## config.mk

```make
export PLATFORM = sky130hd
export DESIGN_NAME = debug_unit_ctrl
export DESIGN_NICKNAME = d
export VERILOG_FILES = /design/src/rtl/debug_unit_ctrl.sv
export SDC_FILE = /design/constraint.sdc
export NUM_CORES = 1
export LEC_CHECK = 0
export ABC_AREA = 1
export ABC_CLOCK_PERIOD_IN_PS = 1900
export BUFFER_PORTS_ARGS = -buffer_cell sky130_fd_sc_hd__buf_4
export CORE_MARGIN = 3
export CORE_UTILIZATION = 51
export DETAILED_ROUTE_END_ITERATION = 7
export PLACE_DENSITY = 0.88
export SYNTH_ARGS = -nofsm -noshare
export SYNTH_HDL_FRONTEND = slang
export SYNTH_SLANG_ARGS = --single-unit
```

## constraint.sdc

```tcl
create_clock -name i_clk -period 1.9 [get_ports i_clk]
set_input_delay 0.095 -clock i_clk [delete_from_list [all_inputs] [get_ports i_clk]]
set_output_delay 0.095 -clock i_clk [all_outputs]
set_load 0.02 [all_outputs]
```

## src/rtl/debug_unit_ctrl.sv

```systemverilog
// Host-side debug sequencer: loads instruction memory from UART bytes, runs or single-steps
// the pipeline, then streams the register file and a data-memory window back over UART.
`timescale 1ns/1ps
module debug_unit_ctrl #(
  parameter int                NB_REG     = 32,
  parameter int                NB_ADDR    = 5,
  parameter int                NB_WIDHT   = 9,
  parameter int                IMEM_WORDS = 128,
  parameter int                DUMP_WORDS = 32,
  parameter logic [NB_REG-1:0] HALT_WORD  = 32'hFFFFFFFF
) (
  input  logic                i_clk,
  input  logic                i_reset,
  input  logic [7:0]          i_rx_data,
  input  logic                i_rx_valid,
  output logic [7:0]          o_tx_data,
  output logic                o_tx_start,
  input  logic                i_tx_done,
  output logic                o_dunit_clk_en,
  output logic                o_dunit_reset_pc,
  output logic                o_dunit_w_en,
  output logic [NB_REG-1:0]   o_dunit_mem_addr,
  output logic [NB_REG-1:0]   o_dunit_data_if,
  output logic [NB_ADDR-1:0]  o_dunit_addr,
  input  logic [NB_REG-1:0]   i_dunit_reg,
  output logic [NB_WIDHT-1:0] o_dunit_addr_data,
  input  logic [NB_REG-1:0]   i_dunit_mem_data,
  input  logic                i_halt,
  output logic                o_busy
);

  localparam int NB_PTR = $clog2(IMEM_WORDS) + 1;
  localparam int NB_IDX = (NB_ADDR > $clog2(DUMP_WORDS)) ? NB_ADDR : $clog2(DUMP_WORDS);
  localparam logic [NB_PTR-1:0] PTR_END  = NB_PTR'(IMEM_WORDS);
  localparam logic [NB_IDX-1:0] REG_LAST = NB_IDX'((1 << NB_ADDR) - 1);
  localparam logic [NB_IDX-1:0] MEM_LAST = NB_IDX'(DUMP_WORDS - 1);

  localparam logic [7:0] CMD_LOAD = 8'h4C;
  localparam logic [7:0] CMD_CONT = 8'h43;
  localparam logic [7:0] CMD_STEP = 8'h53;
  localparam logic [7:0] CMD_NEXT = 8'h4E;
  localparam logic [7:0] CMD_QUIT = 8'h51;

  typedef enum logic [3:0] {
    S_IDLE, S_LOAD_BYTE, S_LOAD_WRITE, S_PCRST, S_RUN, S_STEP_WAIT,
    S_STEP_EXEC, S_DUMP_ADDR, S_DUMP_LATCH, S_DUMP_SEND, S_DUMP_WAIT
  } state_t;

  state_t              r_state, w_next_state;
  logic [NB_PTR-1:0]   r_ptr;
  logic [1:0]          r_byte_cnt;
  logic                r_step;
  logic [NB_REG-1:0]   r_asm;
  logic [NB_REG-1:0]   r_word;
  logic [NB_IDX-1:0]   r_dump_idx;
  logic                r_dump_mem;

  logic [NB_PTR-1:0]   w_ptr_inc;
  logic [NB_PTR+1:0]   w_ptr_x4;
  logic [NB_IDX+1:0]   w_idx_x4;
  logic                w_last_reg;
  logic                w_last_item;
  logic [7:0]          w_tx_byte;

  assign w_ptr_inc   = r_ptr + NB_PTR'(1);
  assign w_ptr_x4    = {r_ptr, 2'b00};
  assign w_idx_x4    = {r_dump_idx, 2'b00};
  assign w_last_reg  = !r_dump_mem && (r_dump_idx == REG_LAST);
  assign w_last_item = r_dump_mem && (r_dump_idx == MEM_LAST);
  assign w_tx_byte   = r_word[NB_REG-1 -: 8];

  // Read addresses follow the dump index; the word is shifted left after each byte sent.
  assign o_dunit_addr      = r_dump_idx[NB_ADDR-1:0];
  assign o_dunit_addr_data = NB_WIDHT'(w_idx_x4);
  assign o_busy            = (r_state != S_IDLE) && (r_state != S_STEP_WAIT);

  always_ff @(posedge i_clk) begin
    if (i_reset) begin
      r_state    <= S_IDLE;
      r_ptr      <= '0;
      r_byte_cnt <= '0;
      r_step     <= 1'b0;
      r_asm      <= '0;
      r_word     <= '0;
      r_dump_idx <= '0;
      r_dump_mem <= 1'b0;
    end else begin
      r_state <= w_next_state;
      case (r_state)
        S_IDLE: begin
          if (i_rx_valid) begin
            if (i_rx_data == CMD_LOAD) begin
              r_ptr      <= '0;
              r_byte_cnt <= '0;
            end else if (i_rx_data == CMD_CONT) begin
              r_step <= 1'b0;
            end else if (i_rx_data == CMD_STEP) begin
              r_step <= 1'b1;
            end
          end
        end
        S_LOAD_BYTE: begin
          if (i_rx_valid) begin
            r_asm      <= {r_asm[NB_REG-9:0], i_rx_data};
            r_byte_cnt <= r_byte_cnt + 2'd1;
          end
        end
        S_LOAD_WRITE: r_ptr <= w_ptr_inc;
        S_STEP_WAIT: begin
          if (i_rx_valid && (i_rx_data == CMD_QUIT)) r_step <= 1'b0;
        end
        S_RUN, S_STEP_EXEC: begin
          if (w_next_state == S_DUMP_ADDR) begin
            r_dump_idx <= '0;
            r_dump_mem <= 1'b0;
            r_byte_cnt <= '0;
          end
        end
        S_DUMP_LATCH: r_word <= r_dump_mem ? i_dunit_mem_data : i_dunit_reg;
        S_DUMP_WAIT: begin
          if (i_tx_done) begin
            r_byte_cnt <= r_byte_cnt + 2'd1;
            r_word     <= r_word << 8;
            if (r_byte_cnt == 2'd3) begin
              if (w_last_item) begin
                if (r_step && i_halt) r_step <= 1'b0;
              end else if (w_last_reg) begin
                r_dump_idx <= '0;
                r_dump_mem <= 1'b1;
              end else begin
                r_dump_idx <= r_dump_idx + NB_IDX'(1);
              end
            end
          end
        end
        default: ;
      endcase
    end
  end

  // Address is held for S_DUMP_ADDR and S_DUMP_LATCH so synchronous reads also settle.
  always_comb begin
    w_next_state     = r_state;
    o_tx_data        = '0;
    o_tx_start       = 1'b0;
    o_dunit_clk_en   = 1'b0;
    o_dunit_reset_pc = 1'b0;
    o_dunit_w_en     = 1'b0;
    o_dunit_mem_addr = '0;
    o_dunit_data_if  = '0;
    case (r_state)
      S_IDLE: begin
        if (i_rx_valid) begin
          if (i_rx_data == CMD_LOAD) w_next_state = S_LOAD_BYTE;
          else if ((i_rx_data == CMD_CONT) || (i_rx_data == CMD_STEP)) w_next_state = S_PCRST;
        end
      end
      S_LOAD_BYTE: begin
        if (i_rx_valid && (r_byte_cnt == 2'd3)) w_next_state = S_LOAD_WRITE;
      end
      S_LOAD_WRITE: begin
        o_dunit_w_en     = 1'b1;
        o_dunit_mem_addr = NB_REG'(w_ptr_x4);
        o_dunit_data_if  = r_asm;
        if ((r_asm == HALT_WORD) || (w_ptr_inc == PTR_END)) w_next_state = S_IDLE;
        else w_next_state = S_LOAD_BYTE;
      end
      S_PCRST: begin
        o_dunit_reset_pc = 1'b1;
        w_next_state     = r_step ? S_STEP_WAIT : S_RUN;
      end
      S_RUN: begin
        o_dunit_clk_en = ~i_halt;
        if (i_halt) w_next_state = S_DUMP_ADDR;
      end
      S_STEP_WAIT: begin
        if (i_rx_valid) begin
          if (i_rx_data == CMD_NEXT) w_next_state = S_STEP_EXEC;
          else if (i_rx_data == CMD_QUIT) w_next_state = S_IDLE;
        end
      end
      S_STEP_EXEC: begin
        o_dunit_clk_en = 1'b1;
        w_next_state   = S_DUMP_ADDR;
      end
      S_DUMP_ADDR:  w_next_state = S_DUMP_LATCH;
      S_DUMP_LATCH: w_next_state = S_DUMP_SEND;
      S_DUMP_SEND: begin
        o_tx_start   = 1'b1;
        o_tx_data    = w_tx_byte;
        w_next_state = S_DUMP_WAIT;
      end
      S_DUMP_WAIT: begin
        o_tx_data = w_tx_byte;
        if (i_tx_done) begin
          if (r_byte_cnt != 2'd3) w_next_state = S_DUMP_SEND;
          else if (!w_last_item) w_next_state = S_DUMP_ADDR;
          else if (!r_step || i_halt) w_next_state = S_IDLE;
          else w_next_state = S_STEP_WAIT;
        end
      end
      default: w_next_state = S_IDLE;
    endcase
  end

endmodule

```

==> results.sh, run 1 <==
export IMPL_status="completed"
export IMPL_highest_cell_delay_on_the_worst_timing_path_ps=370
export IMPL_clock_tree_root_cell="clkbuf_8"
export IMPL_max_slew_worst_pin_slew_ps=553
export IMPL_synthesis_yosys_warnings=0
export IMPL_sinks_on_clock_net=85
export IMPL_routed_via_density=5.01
export IMPL_wl_um=13300
export IMPL_worst_ep_arrival_time_ps=2100
export IMPL_drv_max_cap_violation_count=0
export IMPL_timing_setup_critical_path_class="register to register"
export IMPL_number_of_h_tree_branching_levels=3
export IMPL_setup_viol_count_final=0
export IMPL_synth_area_leader_cell="dfxtp_1"
export IMPL_grt_use_total_pct=22.5
export IMPL_count_of_endpoints_failing_hold_in_the_final_timing_report=0
export IMPL_synth_async_sr_flop_share_pct=0
export IMPL_post_synthesis_share_of_cell_area_spent_on_full_adders_half_adders_and_majority_gates_pct=1.26
export IMPL_timing_fmax_mhz=541
export IMPL_clock_skew_ps=8.06
export IMPL_netlist_top_cells_count="nand2_1, nor2_1, dfxtp_1, a21oi_1, inv_1"
export IMPL_leading_cell_type_by_number_of_instances_after_synthesis="nand2_1"
export IMPL_detailroute_via_count=5232
export IMPL_nNetsFinal=993
export IMPL_detailedRoute_firstIterationViolations=416
export IMPL_grt_overflow=0
export IMPL_synthMuxAreaShare_pct=0
export IMPL_place_ws_ps=47.4
export IMPL_clk_path_buf_depth=2
export IMPL_leakage_nw=2.80
export IMPL_most_frequent_cell_on_the_critical_path="nand3_2"
export IMPL_setup_worst_path_end_class="register"
export IMPL_io_buffers=139
export IMPL_rsz0062_at_grt="yes"
export IMPL_worst_ir_drop_vdd_uv=355
export IMPL_post_drt_wl_per_cell_um=12.7
export IMPL_report_final_slew_viol_count=0
export IMPL_post_synth_inst_count=780
export IMPL_post_synth_and_or_nand_nor_area_fraction_pct=30.3
export IMPL_final_setup_worst_slack_ps=52.5
export IMPL_hold_path_cell_count=3
export IMPL_dominant_combinational_cell_family_by_area_after_synthesis="simple AND/OR/NAND/NOR gates"
export IMPL_path_cells="ha_4 -> nand2_4 -> nor2_4 -> ha_4 -> nand2_2 -> inv_2 -> nand3_2 -> nand3_2 -> nand3_2 -> nor2_2 -> nand2_2 -> inv_2 -> nor2_4 -> nor2_2 -> nor2_1"
export IMPL_drive_above_1_share_pct=25.5
export IMPL_dieArea_mm2=0.0110
export IMPL_globalplace_congestion=0.878
export IMPL_place_area_mm2=0.00604
export IMPL_synth_edff_count=0
export IMPL_synth_seq_area_share_pct=34.2
export IMPL_drt_pass1_iterations=7
export IMPL_rr_worst_depth=15
export IMPL_boundaryPins=168
export IMPL_synthesis_area_mm2=0.00498
export IMPL_crit_fanout=6
export IMPL_die_y_um=105
export IMPL_grt_pass1_wl_um=20800
export IMPL_cts_tree="done"
export IMPL_critPathLaunchType="register"
export IMPL_slowest_stage="dfxtp_2"
export IMPL_synth_top_area_share_pct=34.2
export IMPL_layout_stage_area_growth_over_the_synthesis_result_pct=29.2
export IMPL_cts_reportedPaths_clkPinSlew_ps=90
export IMPL_synth_seq_cells=85
export IMPL_initial_core_util_pct=53.1
export IMPL_most_frequently_used_flop_master_after_synthesis="dfxtp_1"
export IMPL_cts_buffers=9
export IMPL_worst_skew_pair_late_latency_ps=360
export IMPL_post_route_period_util_pct=97.2
export IMPL_drt_antenna_violating_nets=0
export IMPL_num_rows=35
export IMPL_hpwl_um=9560
export IMPL_synth_area_leaders="dfxtp_1, nand2_1, nor2_1, a21oi_1, o21ai_0"
export IMPL_fp_dieW_um=105
export IMPL_yosysUniqueCellTypes=32
export IMPL_remaining_drc_errors=0
export IMPL_coreArea_mm2=0.00937
export IMPL_max_slew_margin_rel_pct=63.0
export IMPL_diodes=0
export IMPL_synth_compound_gate_area_share_pct=19.3
export IMPL_post_synthesis_xor_xnor_area_fraction_pct=0.528
export IMPL_hold_slack_ps=10.1
export IMPL_syn_mean_instance_area_um2=6.38
export IMPL_grt_start_max_net_pins=62
export IMPL_fin_total_pwr_mw=3.46
export IMPL_fin_setup_tns_ps=0
export IMPL_grt_pass1_vias=4614
export IMPL_layout_cell_area_non_filler_mm2=0.00643
export IMPL_crit_required_ps=2160
export IMPL_pwr_per_cell_area_mw_per_mm2=538
export IMPL_final_min_clock_period_ps=1850
export IMPL_min_path_type="primary input to register"
export IMPL_grt_antenna_before_repair=0
[kinds of logic (layout without fill, tap and decap cells)]
| logic type | count (synthesis) | in the layout |
|---|---|---|
| and+or+nand+nor | 360 | 360 |
| AOI/OAI and AO/OA | 172 | 172 |
| buffers and inverters | 154 | 263 |
| DFF | 85 | 85 |
| adders and majority gates | 5 | 5 |
| xor gates and xnor gates | 3 | 3 |
| other | 1 | 28 |
[timing repair]
action,in CTS,in global routing
hold buffers,2,0
pin swaps,0,11
buffers inserted,0,5
setup endpoints to repair,8,61
gates resized for setup,2,33
endpoints found under the hold margin,2,0
[flip-flops by register name, indices dropped and copies added, names as in the netlist]
| name | flops |
|---|---|
| r_state | 4 |
| r_ptr | 8 |
| r_word | 32 |
| r_asm | 32 |
| r_byte_cnt | 2 |
| r_step | 1 |
| o_dunit_addr | 5 |
| r_dump_mem | 1 |
[cells in the final DEF (no fill, tap or decap), drive strengths merged]
cell,count
a211oi,32
a21oi,77
a31oi,2
buf,162
bufinv,1
clkbuf,11
clkinv,2
conb,28
dfxtp,85
dlygate4sd3,2
ha,5
inv,85
nand2,192
nand3,27
nand3b,1
nand4,9
nor2,124
nor3,4
o2111a,1
o21ai,57
o31ai,3
or2,3
xnor2,1
xor2,2
[final timing paths]
kind	endpoint	start	slack [ps]
setup / recovery	o_dunit_addr[0]$_SDFFE_PP0P_	o_dunit_addr[1]$_SDFFE_PP0P_	50
hold / removal	r_asm[2]$_SDFFE_PP0P_	i_rx_data[2]	10
setup reg to reg	o_dunit_addr[0]$_SDFFE_PP0P_	o_dunit_addr[1]$_SDFFE_PP0P_	50
hold reg to reg	r_word[7]$_SDFFE_PP0P_	r_word[7]$_SDFFE_PP0P_	470
[per-layer routing]
layer | global-route usage (%) | routed length (um)
met4 | 8.72 | 230
met2 | 37.2 | 6580
met3 | 4.57 | 763
met1 | 28.8 | 5730
met5 | 0 | 0
[report_power, final]
group | internal (mW) | total (mW) | switching, mW
Clock | 0.694 | 1.37 | 0.679
Sequential | 1.79 | 1.79 | 0.00512
Combinational | 0.137 | 0.294 | 0.157
Total | 2.62 | 3.46 | 0.841
[stage by stage]
| stage | std cells | utilization [%] |
|---|---|---|
| 2_1_floorplan | 807 | - |
| 3_3_place_gp | 1022 | 64.4 |
| 3_5_place_dp | 1022 | 64.4 |
| 4_1_cts | 1040 | 67.0 |
| 5_1_grt | 1045 | 68.6 |
| 6_report | 1045 | 68.6 |
[critical path: cells and delay by family, from the launching register on]
kind / cells / cell delay (ps)
and+or+nand+nor: 11 / 900
adders and majority gates: 2 / 300
buffers and inverters: 2 / 170
DFF: 1 / 370
[cell type report]
type	instances	area, um2
fill	793	2940
timing repair buffer	164	1250
multi-input combinational	568	2780
sequential	85	1710
clock inverter	5	65.1
clock buffer	11	151
tap	129	161
inverter	83	314
Note: power is estimated with default switching activity, not from simulation.
==> inputs of run 2 (changes only) <==
- ABC_AREA: 1 -> not set
==> results.sh, run 2 <==
export IMPL_crit_fanout=4
export IMPL_regs_by_ff_count="r_asm: 32 flops, r_word: 32 flops, r_ptr: 8 flops"
export IMPL_min_path_type="primary input to register"
export IMPL_synth_area_leader_cell="dfxtp_1"
export IMPL_grt_pass1_vias=5020
export IMPL_globalplace_congestion=0.896
export IMPL_worst_skew_pair_late_latency_ps=360
export IMPL_layout_common_cells="buf_4, nor2_1, nand2_1, dfxtp_1, a21oi_1"
export IMPL_timing_fmax_mhz=474
export IMPL_synth_area_leaders="dfxtp_1, mux2i_1, a21oi_1, nor2_1, nand2_1"
export IMPL_diodes=0
export IMPL_crit_required_ps=2140
export IMPL_layout_stage_area_growth_over_the_synthesis_result_pct=44.4
export IMPL_cts_reportedPaths_clkPinSlew_ps=90
export IMPL_post_drt_wl_per_cell_um=16.8
export IMPL_drive_above_1_share_pct=38.0
export IMPL_setup_worst_path_end_class="register"
export IMPL_max_slew_margin_rel_pct=54.1
export IMPL_sinks_on_clock_net=85
export IMPL_rr_worst_depth=10
export IMPL_cts_tree="done"
export IMPL_report_final_slew_viol_count=0
export IMPL_num_rows=35
export IMPL_synth_edff_count=0
export IMPL_timing_rr_start="r_state[3]$_SDFF_PP0_"
export IMPL_coreArea_mm2=0.00942
export IMPL_worst_ep_arrival_time_ps=2360
export IMPL_crit_path_start="r_state[3]$_SDFF_PP0_"
export IMPL_worstReg2RegEnd="o_dunit_addr[3]$_SDFFE_PP0P_"
export IMPL_syn_mean_instance_area_um2=7.69
export IMPL_io_buffers=139
export IMPL_drt_pass1_iterations=5
export IMPL_most_frequently_used_flop_master_after_synthesis="dfxtp_1"
export IMPL_worst_ir_drop_vdd_uv=388
export IMPL_boundaryPins=168
export IMPL_netlist_top_cells_count="nor2_1, dfxtp_1, nand2_1, a21oi_1, and3_1"
export IMPL_grt_pass1_wl_um=23300
export IMPL_detailroute_via_count=5653
export IMPL_leakage_nw=3.26
export IMPL_max_slew_worst_pin_slew_ps=681
export IMPL_post_route_period_util_pct=111
export IMPL_rsz0062_at_grt="yes"
export IMPL_place_ws_ps=-245
export IMPL_clock_tree_root_cell="clkbuf_8"
export IMPL_synth_seq_cells=85
export IMPL_leading_cell_type_by_number_of_instances_after_synthesis="nor2_1"
export IMPL_synthesis_yosys_warnings=0
export IMPL_grt_antenna_before_repair=0
export IMPL_dieArea_mm2=0.0111
export IMPL_hold_slack_ps=9.54
export IMPL_wl_um=16600
export IMPL_nNetsFinal=935
export IMPL_fp_dieW_um=105
export IMPL_critPathLaunchType="register"
export IMPL_postLayoutCoreUtil_pct=77.4
export IMPL_timing_setup_critical_path_class="register to register"
export IMPL_regToRegSetupSlack_ps=-210
export IMPL_synth_seq_area_share_pct=33.7
export IMPL_grt_overflow=0
export IMPL_number_of_h_tree_branching_levels=3
export IMPL_remaining_drc_errors=0
export IMPL_grt_use_total_pct=25.1
export IMPL_layout_cells_most_common="buf_4"
export IMPL_clock_skew_ps=20.0
export IMPL_drv_max_cap_violation_count=0
export IMPL_post_synth_inst_count=656
export IMPL_synthesis_area_mm2=0.00505
export IMPL_grt_start_max_net_pins=66
export IMPL_synth_top_area_share_pct=33.7
export IMPL_setup_viol_count_final=5
export IMPL_clk_path_buf_depth=2
export IMPL_endpoint="o_dunit_addr[3]$_SDFFE_PP0P_"
export IMPL_status="complete, but fails checks"
export IMPL_detailedRoute_firstIterationViolations=392
export IMPL_violations="setup timing"
export IMPL_drt_antenna_violating_nets=0
export IMPL_synth_async_sr_flop_share_pct=0
export IMPL_yosysUniqueCellTypes=58
export IMPL_final_min_clock_period_ps=2110
export IMPL_initial_core_util_pct=53.6
export IMPL_die_y_um=105
export IMPL_fin_setup_tns_ps=-930
export IMPL_final_setup_worst_slack_ps=-211
export IMPL_pwr_per_cell_area_mw_per_mm2=465
export IMPL_count_of_endpoints_failing_hold_in_the_final_timing_report=0
export IMPL_hpwl_um=10700
export IMPL_cts_buffers=9
export IMPL_routed_via_density=5.73
export IMPL_fin_total_pwr_mw=3.39
run 2: cell types whose count changed after synthesis, sizes merged, moves of 30 or more:
cell,change
and3,+45
nor2,-30
nand2,-110
mux2i,+37
o21ai,-43
inv,-79
run 2: metrics by stage:
step / instances / instance area (um2)
2_1_floorplan: 683 / 5210
3_3_place_gp: 957 / 6630
3_5_place_dp: 957 / 6630
4_1_cts: 976 / 6980
5_1_grt: 987 / 7290
6_report: 987 / 7290
run 2: worst min-delay path by stage:
stage / endpoint / cells past startpoint / slack, ps / startpoint
floorplan: r_asm[0]$_SDFFE_PP0P_ / 2 / 230 / i_rx_data[0]
global placement: r_asm[6]$_SDFFE_PP0P_ / 3 / 360 / i_rx_data[6]
detailed placement: r_asm[6]$_SDFFE_PP0P_ / 3 / 370 / i_rx_data[6]
CTS: r_asm[2]$_SDFFE_PP0P_ / 3 / 0.2 / i_rx_data[2]
global route: r_asm[3]$_SDFFE_PP0P_ / 3 / 10 / i_rx_data[3]
finish: r_asm[2]$_SDFFE_PP0P_ / 3 / 10 / i_rx_data[2]
run 2: repair_timing:
action,CTS,global route
hold buffers,2,0
buffers inserted,6,9
endpoints found under the hold margin,2,0
setup endpoints to repair,21,73
gates resized for setup,31,43
cloned,0,2
pin swaps,15,5
run 2: cell type report:
cell class | instances | area (um2)
clock buffer | 10 | 128
inverter | 5 | 25.0
clock inverter | 6 | 70.1
sequential | 85 | 1720
multi-input combinational | 509 | 3250
fill | 600 | 2130
timing repair buffer | 243 | 1920
tap | 129 | 161
run 2: power breakdown:
group          total (mW)  switching (mW)  internal [mW]
combinational       0.290           0.154          0.137
sequential           1.78         0.00110           1.78
clock                1.32           0.701          0.621
total                3.39           0.856           2.53
run 2: per-layer routing:
layer,GRT usage (%),vias to the layer above,routed length (um)
met4,8.62,0,474
met3,5.14,53,1280
li1,-,2620,-
met1,31.4,2656,6550
met5,0,-,0
met2,42.7,324,8250
run 2: critical path, stage by stage (launching register included):
cell and delay, ps:
dfxtp_4 370, buf_4 140, buf_4 130, nor3_4 200
nand2_2 100, a21oi_4 140, o41ai_4 90, buf_4 170
a211o_4 350, o21a_1 170, o21ba_1 150
run 2: cell families after synthesis:
| logic type | synth area share (%) |
|---|---|
| flip-flops | 33.7 |
| adder cells (fa/ha/maj) | 1.24 |
| AND/OR/NAND/NOR | 29.2 |
| other | 0.0743 |
| buffers and inverters | 9.94 |
| XOR/XNOR | 0.694 |
| multiplexers | 7.34 |
| AO/OA/AOI/OAI | 17.8 |
==> inputs of run 3 (changes only) <==
- SETUP_SLACK_MARGIN: not set -> 0.02
==> results.sh, run 3 (same netlist as run 2, synthesis figures left out) <==
export IMPL_clk_path_buf_depth=2
export IMPL_final_min_clock_period_ps=2190
export IMPL_grt_pass1_vias=5010
export IMPL_initial_core_util_pct=53.6
export IMPL_min_path_type="primary input to register"
export IMPL_clock_skew_ps=17.3
export IMPL_number_of_h_tree_branching_levels=3
export IMPL_status="complete, but fails checks"
export IMPL_detailroute_via_count=5610
export IMPL_drt_antenna_violating_nets=0
export IMPL_pwr_per_cell_area_mw_per_mm2=468
export IMPL_timing_fmax_mhz=457
export IMPL_remaining_drc_errors=0
export IMPL_globalplace_congestion=0.896
export IMPL_setup_worst_path_end_class="register"
export IMPL_coreArea_mm2=0.00942
export IMPL_crit_buf_inv=0
export IMPL_grt_pass1_wl_um=23300
export IMPL_diodes=0
export IMPL_report_final_slew_viol_count=0
export IMPL_crit_required_ps=2150
export IMPL_io_buffers=139
export IMPL_fp_dieW_um=105
export IMPL_rsz0062_at_grt="yes"
export IMPL_layout_cells_most_common="buf_4"
export IMPL_clock_tree_root_cell="clkbuf_8"
export IMPL_grt_antenna_before_repair=0
export IMPL_drv_max_cap_violation_count=0
export IMPL_cts_reportedPaths_clkPinSlew_ps=100
export IMPL_cp_top_family="compound AO/OA/AOI/OAI gates"
export IMPL_highest_cell_delay_on_the_worst_timing_path_ps=360
export IMPL_drive_above_1_share_pct=37.7
export IMPL_worst_ir_drop_vdd_uv=390
export IMPL_hpwl_um=10700
export IMPL_post_drt_wl_per_cell_um=16.7
export IMPL_nNetsFinal=930
export IMPL_fin_total_pwr_mw=3.38
export IMPL_dieArea_mm2=0.0111
export IMPL_critPathLaunchType="register"
export IMPL_cts_buffers=9
export IMPL_leakage_nw=3.23
export IMPL_violations="setup timing"
export IMPL_grt_use_total_pct=25.1
export IMPL_sinks_on_clock_net=85
export IMPL_setup_viol_count_final=5
export IMPL_detailedRoute_firstIterationViolations=492
export IMPL_number_of_cells_in_the_design_after_placement=957
export IMPL_cts_tree="done"
export IMPL_grt_overflow=0
export IMPL_post_route_period_util_pct=115
export IMPL_grt_start_max_net_pins=66
export IMPL_num_rows=35
export IMPL_worst_ep_arrival_time_ps=2440
export IMPL_layout_cells_non_filler=982
export IMPL_worst_skew_pair_late_latency_ps=360
export IMPL_path_cells="ha_1 -> nand2_1 -> a21oi_1 -> o32ai_2 -> a2111oi_4 -> a211o_4 -> nor4_1 -> o21ba_1"
export IMPL_drt_pass1_iterations=5
export IMPL_wl_um=16400
export IMPL_layout_stage_area_growth_over_the_synthesis_result_pct=43.4
export IMPL_count_of_endpoints_failing_hold_in_the_final_timing_report=0
export IMPL_crit_fanout=6
export IMPL_boundaryPins=168
export IMPL_routed_via_density=5.71
export IMPL_layout_common_cells="buf_4, nor2_1, nand2_1, dfxtp_1, a21oi_1"
export IMPL_max_slew_margin_rel_pct=54.2
export IMPL_max_slew_worst_pin_slew_ps=680
export IMPL_slowest_stage="dfxtp_1"
export IMPL_regs_by_ff_count="r_asm: 32 flops, r_word: 32 flops, r_ptr: 8 flops"
export IMPL_final_setup_worst_slack_ps=-288
export IMPL_die_y_um=105
export IMPL_timing_setup_critical_path_class="register to register"
==> run 3: cell types whose count changed in the layout (fill, tap and decap cells not counted) <==
cell	change
a211oi_1	-1
a211oi_2	+1
buf_6	+1
buf_4	-5
nor2_4	-1
buf_8	-1
a21oi_4	-1
nor2_2	+1
a21oi_2	+1
==> run 3: final timing paths <==
check,from,slack [ps],endpoint,depth (start not counted)
worst max register to register,r_byte_cnt[1]$_SDFFE_PP0P_,-290,o_dunit_addr[3]$_SDFFE_PP0P_,8
worst max-delay path,r_byte_cnt[1]$_SDFFE_PP0P_,-290,o_dunit_addr[3]$_SDFFE_PP0P_,8
worst min-delay path,i_rx_data[2],4,r_asm[2]$_SDFFE_PP0P_,3
worst min register to register,r_asm[30]$_SDFFE_PP0P_,480,r_asm[30]$_SDFFE_PP0P_,2
==> run 3: power breakdown <==
part / internal [mW] / total, mW / switching (mW)
Clock: 0.621 / 1.32 / 0.699
Sequential: 1.78 / 1.78 / 0.00107
Combinational: 0.136 / 0.289 / 0.152
Total: 2.53 / 3.38 / 0.853
==> run 3: layer usage <==
layer	share of wire [%]	up-vias	global-route usage, %
li1	-	2606	-
met1	39	2632	31.5
met2	50	316	42.8
met3	7.3	56	5.14
met5	0	-	0
met4	3.5	0	8.62
==> run 3: worst register-to-register path: cells and delay by family, from the launching register on <==
family                     cells  cell delay [ps]
adders and majority gates      1              330
AOI/OAI and AO/OA              5             1200
DFF                            1              360
and+or+nand+nor                2              180
==> run 3: repair_timing <==
item	CTS	global route
pin swaps	15	4
setup buffers	6	4
setup endpoints to repair	36	44
gates resized for setup	35	37
hold buffers	2	0
cloned	0	2
endpoints found under the hold margin	2	0
==> run 3: layout make-up <==
class | instances | area (um2)
Multi-Input combinational cell | 509 | 3250
Fill cell | 620 | 2180
Timing Repair Buffer | 238 | 1880
Sequential cell | 85 | 1720
Tap cell | 129 | 161
Clock buffer | 10 | 128
Clock inverter | 6 | 70.1
Inverter | 5 | 25.0
==> run 3: metrics by stage <==
stage | utilization, % | setup slack, ps | hold slack [ps] | TNS (ps) | instance area, um2
after floorplan | - | -154 | 231 | -532 | 5210
after global placement | 70.4 | -211 | 362 | -1120 | 6630
after detailed placement | 70.4 | -245 | 369 | -1990 | 6630
after CTS | 74.3 | -182 | 0.154 | -713 | 7000
after global routing | 76.9 | -374 | 4.98 | -2140 | 7240
final | 76.9 | -288 | 3.58 | -1170 | 7240
